<file path="src/rtl/instruction_fetch_pkg.sv">
// ---------------------------------------------------------------------------
// instruction_fetch_pkg : shared constants for the fetch stage
// Rev 1.0
// ---------------------------------------------------------------------------
`timescale 1ns/1ps
`default_nettype none

package instruction_fetch_pkg;

  localparam int          XLEN_DEFAULT = 32;
  localparam logic [31:0] INST_NOP     = 32'h0000_0013;

  localparam logic [1:0]  IDLE = 2'd0;
  localparam logic [1:0]  REQ  = 2'd1;
  localparam logic [1:0]  WAIT = 2'd2;

endpackage

`default_nettype wire

</file>
<file path="src/rtl/instruction_fetch_if.sv">
// ---------------------------------------------------------------------------
// instruction_fetch_if : instruction memory req/gnt + rvalid bus
// Rev 1.0
// ---------------------------------------------------------------------------
`timescale 1ns/1ps
`default_nettype none

interface instruction_fetch_if #(
  parameter int XLEN = 32
) ();

  logic            imem_req;
  logic [XLEN-1:0] imem_addr;
  logic            imem_gnt;
  logic            imem_rvalid;
  logic [31:0]     imem_rdata;

  modport master (
    output imem_req,
    output imem_addr,
    input  imem_gnt,
    input  imem_rvalid,
    input  imem_rdata
  );

  modport slave (
    input  imem_req,
    input  imem_addr,
    output imem_gnt,
    output imem_rvalid,
    output imem_rdata
  );

endinterface

`default_nettype wire

</file>
<file path="src/rtl/instruction_fetch.sv">
// ---------------------------------------------------------------------------
// instruction_fetch : PC holder and single-outstanding fetch to decode
// Optional: ROCKWAVE_FETCH_MISALIGN_CHECK_EN traps misaligned fetch addresses
// Rev 1.0
// ---------------------------------------------------------------------------
`timescale 1ns/1ps
`default_nettype none

module instruction_fetch
  import instruction_fetch_pkg::*;
#(
  parameter int              XLEN         = XLEN_DEFAULT,
  parameter logic [XLEN-1:0] RESET_VECTOR = '0
) (
  input  wire logic            clk,
  input  wire logic            rst_n,
  input  wire logic            phase_fetch,
  input  wire logic            pc_we,
  input  wire logic [XLEN-1:0] pc_next_wb,
  instruction_fetch_if.master  imem,
  output logic [31:0]          inst,
  output logic [XLEN-1:0]      curr_pc_fd,
  output logic [XLEN-1:0]      next_pc_fd,
  output logic                 stall_fetch,
  output logic                 inst_misalign
);

  localparam logic [XLEN-1:0] PC_STEP = XLEN'(4);

  logic [1:0]      state;
  logic [XLEN-1:0] pc;
  logic [XLEN-1:0] fetch_pc;
  logic [XLEN-1:0] pend_pc;
  logic            pend_we;
  logic [XLEN-1:0] start_addr;
  logic            start_misalign;
  logic            bypass;
  logic            capture;

  assign start_addr  = pc_we ? pc_next_wb : pc;
  assign stall_fetch = (state != IDLE);
  assign capture     = (state == WAIT) && (imem.imem_rvalid || bypass);

`ifdef ROCKWAVE_FETCH_MISALIGN_CHECK_EN
  assign start_misalign = (start_addr[1:0] != 2'b00);

  // bypass marks a WAIT entered without a memory request
  always_ff @(posedge clk or negedge rst_n) begin
    if (!rst_n) begin
      bypass        <= 1'b0;
      inst_misalign <= 1'b0;
    end else begin
      if (state == IDLE && phase_fetch)
        bypass <= start_misalign;
      else if (capture)
        bypass <= 1'b0;
      if (capture)
        inst_misalign <= bypass;
    end
  end
`else
  assign start_misalign = 1'b0;
  assign bypass         = 1'b0;
  assign inst_misalign  = 1'b0;
`endif

  always_ff @(posedge clk or negedge rst_n) begin
    if (!rst_n) begin
      state          <= IDLE;
      pc             <= RESET_VECTOR;
      fetch_pc       <= '0;
      pend_pc        <= '0;
      pend_we        <= 1'b0;
      imem.imem_req  <= 1'b0;
      imem.imem_addr <= '0;
      inst           <= INST_NOP;
      curr_pc_fd     <= '0;
      next_pc_fd     <= '0;
    end else begin
      case (state)
        IDLE: begin
          if (pc_we)
            pc <= pc_next_wb;
          if (phase_fetch) begin
            fetch_pc <= start_addr;
            if (start_misalign) begin
              state <= WAIT;
            end else begin
              state          <= REQ;
              imem.imem_req  <= 1'b1;
              imem.imem_addr <= {start_addr[XLEN-1:2], 2'b00};
            end
          end
        end
        REQ: begin
          if (imem.imem_gnt) begin
            imem.imem_req <= 1'b0;
            state         <= WAIT;
          end
        end
        WAIT: begin
          if (capture)
            state <= IDLE;
        end
        default: state <= IDLE;
      endcase

      // Redirects arriving mid-fetch are deferred; the last one wins
      if (state != IDLE && pc_we) begin
        pend_pc <= pc_next_wb;
        pend_we <= 1'b1;
      end

      if (capture) begin
        inst       <= bypass ? INST_NOP : imem.imem_rdata;
        curr_pc_fd <= fetch_pc;
        next_pc_fd <= fetch_pc + PC_STEP;
        if (pc_we)
          pc <= pc_next_wb;
        else if (pend_we)
          pc <= pend_pc;
        pend_we <= 1'b0;
      end
    end
  end

endmodule

`default_nettype wire

</file>
<file path="src/flat_wrapper.sv">
// flat-port wrapper written by rule: the top's interface ports become plain ports
module instruction_fetch_flat import instruction_fetch_pkg::*;
#(
  parameter int              XLEN         = XLEN_DEFAULT,
  parameter logic [XLEN-1:0] RESET_VECTOR = '0
)
  (clk, rst_n, phase_fetch, pc_we, pc_next_wb, inst, curr_pc_fd, next_pc_fd, stall_fetch, inst_misalign, imem_imem_req, imem_imem_addr, imem_imem_gnt, imem_imem_rvalid, imem_imem_rdata);
  instruction_fetch_if #(.XLEN(XLEN)) imem_i ();
  input  wire logic clk;
  input  wire logic rst_n;
  input  wire logic phase_fetch;
  input  wire logic pc_we;
  input  wire logic [XLEN-1:0] pc_next_wb;
  output logic [31:0] inst;
  output logic [XLEN-1:0] curr_pc_fd;
  output logic [XLEN-1:0] next_pc_fd;
  output logic stall_fetch;
  output logic inst_misalign;
  output wire logic [$bits(imem_i.imem_req)-1:0] imem_imem_req;
  output wire logic [$bits(imem_i.imem_addr)-1:0] imem_imem_addr;
  input wire logic [$bits(imem_i.imem_gnt)-1:0] imem_imem_gnt;
  input wire logic [$bits(imem_i.imem_rvalid)-1:0] imem_imem_rvalid;
  input wire logic [$bits(imem_i.imem_rdata)-1:0] imem_imem_rdata;
  assign imem_imem_req = imem_i.imem_req;
  assign imem_imem_addr = imem_i.imem_addr;
  assign imem_i.imem_gnt = imem_imem_gnt;
  assign imem_i.imem_rvalid = imem_imem_rvalid;
  assign imem_i.imem_rdata = imem_imem_rdata;
  instruction_fetch #(.XLEN(XLEN), .RESET_VECTOR(RESET_VECTOR)) u_core (.clk(clk), .rst_n(rst_n), .phase_fetch(phase_fetch), .pc_we(pc_we), .pc_next_wb(pc_next_wb), .imem(imem_i), .inst(inst), .curr_pc_fd(curr_pc_fd), .next_pc_fd(next_pc_fd), .stall_fetch(stall_fetch), .inst_misalign(inst_misalign));
endmodule
</file>
<file path="config.mk">
export PLATFORM = sky130hd
export DESIGN_NAME = instruction_fetch_flat
export DESIGN_NICKNAME = d
export VERILOG_FILES = /design/src/rtl/instruction_fetch_pkg.sv /design/src/rtl/instruction_fetch_if.sv /design/src/rtl/instruction_fetch.sv /design/src/flat_wrapper.sv
export SDC_FILE = /design/constraint.sdc
export NUM_CORES = 1
export LEC_CHECK = 0
export ABC_AREA = 0
export CORE_UTILIZATION = 46
export DETAILED_ROUTE_END_ITERATION = 16
export MAX_ROUTING_LAYER = met4
export PLACE_DENSITY = 0.85
export REMOVE_ABC_BUFFERS = 1
export SYNTH_ARGS = -nofsm -noshare
export SYNTH_HDL_FRONTEND = slang
export SYNTH_SLANG_ARGS = --single-unit
export TNS_END_PERCENT = 5
</file>
<file path="constraint.sdc">
create_clock -name clk -period 1.7 [get_ports clk]
set_input_delay 0.17 -clock clk [delete_from_list [all_inputs] [get_ports clk]]
set_output_delay 0.17 -clock clk [all_outputs]
set_load 0.02 [all_outputs]
</file>
[Word-level counts from Yosys, hierarchy flattened]
Index checks and enable logic that the tools add are counted.
Cells by class
  div/mod/pow operators: 0
  mux-type cells: 14
  equal/unequal tests: 5
  $lt $le $gt $ge: 0
  bitwise operators: 0
  $add $sub $neg: 1
  $mul: 0
  reduce and logical (&&, ||, !) cells: 9
  shifts and indexed selects: 0
Operators by type and width (count)
  $mux 32: 5
  $add 32x3->32 const B: 1
  $mux 2: 3
  $pmux 2 s3: 1
  $reduce_and 3->1: 2
  $reduce_bool 2->1: 3
  $mux 1: 4
  $ne 2x2->1 const B: 2
  $eq 2x1->1 const B: 1
  $eq 2x2->1 const B: 1
  $logic_and 1x1->1: 2
  $logic_not 2->1: 1
  $ne 2x1->1 const B: 1
  $pmux 1 s2: 1
  $reduce_and 2->1: 1
Storage, ports and cells
  output and inout port bits: 131
  logic and storage cells: 39
  input bits: 70
  memory bits (writable): 0
  ROM bits: 0
  memories: 0
  bits in latches: 0
  register bits: 226

[Logic depth before layout (Yosys ltp)]
  depth in word-level cells: 5
  mapped depth: 7
  depth with buffers taken out: 6

[Worst setup path before layout]
OpenSTA, ideal clock, no wires.
  kind: flip-flop to flip-flop
  start: reg u_core.fetch_pc[4]
  end: reg u_core.next_pc_fd[31]
  stages on the path, launching flop included: 7
  buffers on the path: 1
  arrival time: 1.754 ns
  required time: 1.631 ns
  setup slack: -0.123 ns
  period minus slack after synthesis: 1.823 ns
  library setup time: 0.069 ns
  path through: dfrtp_1 > clkbuf_2 > nand4_4 > nor4_4 > nand3_2 > or4_1 > nand3_1
Between the ends
  word-level cells in the longest chain between the ends: 1
RTL lines
  from (decl): RTL line instruction_fetch.sv:32  | logic [XLEN-1:0] fetch_pc;
  from (signal assigned): RTL line instruction_fetch.sv:85  | fetch_pc <= start_addr;
  $add 32x3->32: RTL line instruction_fetch.sv:117  | next_pc_fd <= fetch_pc + PC_STEP;
  to (signal assigned): RTL line instruction_fetch.sv:117
  to (decl): RTL line instruction_fetch.sv:23  | output logic [XLEN-1:0] next_pc_fd,
No other way between the ends.
A chain may end at the register's enable or synchronous reset.

[Worst setup path in the final report]
  start: reg u_core.fetch_pc[2]
  end: reg u_core.next_pc_fd[31]
Same word-level chain as after synthesis.

==> qor.yml <==
finish:
  multiInputGateArea_sq_um: 3540
  most-common-layout-cells: "232 x nand2_1, 189 x dfrtp_1, 161 x clkdlybuf4s50_1"
  drive_gt1_share_pct: 15.3
  syn_to_final_growth_pct: 36.5
  final_nets: 1166
  final_common_cell: "nand2_1"
  seqCellArea_sq_um: 4860
  fill_cells: 1482
  final_util_pct: 64.0
  diodes: 0
clock_network:
  htreeDepth: 4
  cts.sinks: 194
  clk_latency_ps: 430
  clk_pin_slew_ps: 70
  clock_path_buffers: 2
  cts_tree: "built"
  cts_buffers: 17
  clockRootBuffer: "clkbuf_16"
grt:
  grt_remaining_overflow: 0
  grt_pass1_wl_um: 35600
  antenna_found_initial: 0
  grt_max_degree: 65
  grt_pass1_vias: 7029
  grt_usage_pct: 23.7
synth:
  synth_cell_type_count: 39
  yosys_register_bits: 194
  avgSynthCellArea_sq_um: 9.76
  syn_area_sq_um: 8770
  syn_inst: 899
  yosys-top-cells-area: "dfrtp_1 54%, nand2_1 10%, mux2_2 4.1%"
  yosysTopAreaCellShare_pct: 54.5
  synth_top_area_cell: "dfrtp_1"
  yosysWarnings: 0
  ys_seq_area_share_pct: 55.4
detailed_routing:
  viasPerCell: 5.37
  firstDrtPassIters: 5
  vias: 7200
  topRoutingLayerUsed: "met4"
  ant_nets: 0
  drt-total-wl_um: 22100
  met1_length_um: 9780
  wl_met3_um: 1150
  dr_wl_met2_um: 11000
  drt_first_iter_violations: 540
  wl_per_cell_um: 16.5
  drc: 0
power_and_ir_drop:
  ir_drop_v: 0.00101
  power_w: 0.0239
  total_leakage_power_nw: 5.53
  power_density_nw_per_um2: 2000
floorplanning:
  dieHeight_um: 140
  die_area_sq_um: 19600
  ios: 201
  core_sq_um: 18700
  die_x_um: 140
  core.rowCount: 50
  start_util_pct: 46.9
sta:
  slew_violations: 0
  period_minus_slack_ps: 1720
  finClkSkew_ps: 9.85
  hold_viol_final: 0
  rsz0062_at_grt: "yes"
  final-setup-viol-count: 3
  fin_ws_ps: -17.6
  max_freq_ghz: 0.582
  setup_tns_ps: -25.8
  timing.final.crit_share_pct: 101
place:
  dp_slack_ps: -39.7
  dp_hpwl_um: 15000
  gp_congestion: 0.784
  io_buffers: 197
worst_setup_path:
  crit_cells: 6
  reg2reg_depth: 6
  cpMostUsedCell: "nand3_2"
  critPathTopFamily: "simple AND/OR/NAND/NOR gates"
  end_kind: "flip-flop"
  cp.arrival_ps: 2090
  cpMaxStageDelayCell: "or4_4"
  r2r_slack_ps: -20
  slowest_delay_ps: 500
  critical_path.max_fanout: 3
  crit_chain: "nand4_1 > nor4_4 > buf_4 > nand3_2 > or4_4 > nand3_2"
  cp-start-kind: "flip-flop"
  r2r-end: "u_core.next_pc_fd[31]"
  crit_required_ps: 2070
  setup.worst_path.end: "u_core.next_pc_fd[31]"
  crit_path_start: "u_core.fetch_pc[2]"
  r2r-start: "u_core.fetch_pc[2]"
  crit_type: "reg -> reg"
  crit_buf_inv: 1
run:
  max_cap_viol_count: 0
run_status:
  failed_checks: "setup timing"
  status: "finished with violations"
min_path:
  hp-class: "in -> reg"
  holdCritStartpoint: "imem_imem_rdata[4]"
sequential cells by signal (all words and copies together) (netlist names):
signal	flops
u_core.fetch_pc	32
u_core.inst	32
u_core.next_pc_fd	32
u_core.pc	32
u_core.pend_pc	32
u_core.curr_pc_fd	30
u_core.state	2
u_core.imem.imem_req	1
u_core.pend_we	1
worst min-delay path by stage:
stage | cells after the start | slack, ps | to
floorplan | 0 | -130 | u_core.curr_pc_fd[10]
global placement | 1 | 160 | u_core.inst[29]
detailed placement | 1 | 160 | u_core.inst[29]
CTS | 3 | 230 | u_core.inst[4]
global route | 3 | 230 | u_core.inst[4]
finish | 3 | 250 | u_core.inst[4]
report_power, final:
part | leakage [nW] | switching (W) | total [W] | internal (W)
clock network | 0.304 | 0.00182 | 0.00431 | 0.00249
logic | 2.91 | 0.00601 | 0.0112 | 0.00517
registers | 2.32 | 0.00149 | 0.00840 | 0.00690
total | 5.53 | 0.00932 | 0.0239 | 0.0146
final cells by class:
type / count / share of cell area, %
repair buffers: 268 / 22.0
well taps: 234 / 2.45
inverters: 5 / 0.157
clock inverters: 14 / 1.71
multi-input cells: 609 / 29.5
clock buffers: 18 / 3.58
flip-flops and latches: 194 / 40.6
kinds of logic after synthesis:
family | count (synthesis) | share of synthesized area, %
AND/OR/NAND/NOR | 381 | 18.9
flip-flops | 194 | 55.4
AO/OA/AOI/OAI | 134 | 9.09
buffers and inverters | 98 | 6.03
multiplexers | 64 | 7.76
XOR/XNOR | 26 | 2.60
adder cells (fa/ha/maj) | 1 | 0.143
other | 1 | 0.0428
per-stage QoR:
stage	hold slack (ps)	std cells	instance area, sq um
6_report	246	1342	12000
5_1_grt	234	1342	12000
4_1_cts	230	1340	11800
3_5_place_dp	163	1307	11200
3_3_place_gp	159	1307	11200
2_1_floorplan	-126	808	8270
Yosys cell counts (all sizes together):
cell type and instances:
nor3b 1, nor4 2, mux2i 32, buf 53
conb 1, a211oi 32, or4 1, and2 3
clkbuf 40, and4 1, nor3 3, ha 1
xor2 20, nand3 19, a31o 1, nand2 234
nand4 11, a21oi 38, xnor2 6, mux2 32
nand3b 1, inv 5, and3 34, nor2 71
dfrtp 191, o31ai 1, dfstp 3, o22ai 32
o21ai 30
tightest hold or removal path: stages:
cell	delay [ps]
clkdlybuf4s50_1	400
nand2_1	60
nand2_1	50
routing by layer:
metal / GRT usage [%] / vias to the layer above
met5: - / -
met4: 6.19 / 0
li1: - / 3386
met2: 38.5 / 262
met1: 30.5 / 3526
met3: 4.41 / 26
repair_timing:
item	CTS	global route
hold buffers	1	0
endpoints found under the setup margin	33	43
pin swaps	1	8
hold endpoints to repair	41	0
cloned	0	1
gates resized for setup	34	41
buffers inserted	0	1
Power figures use the tool's default switching activity.
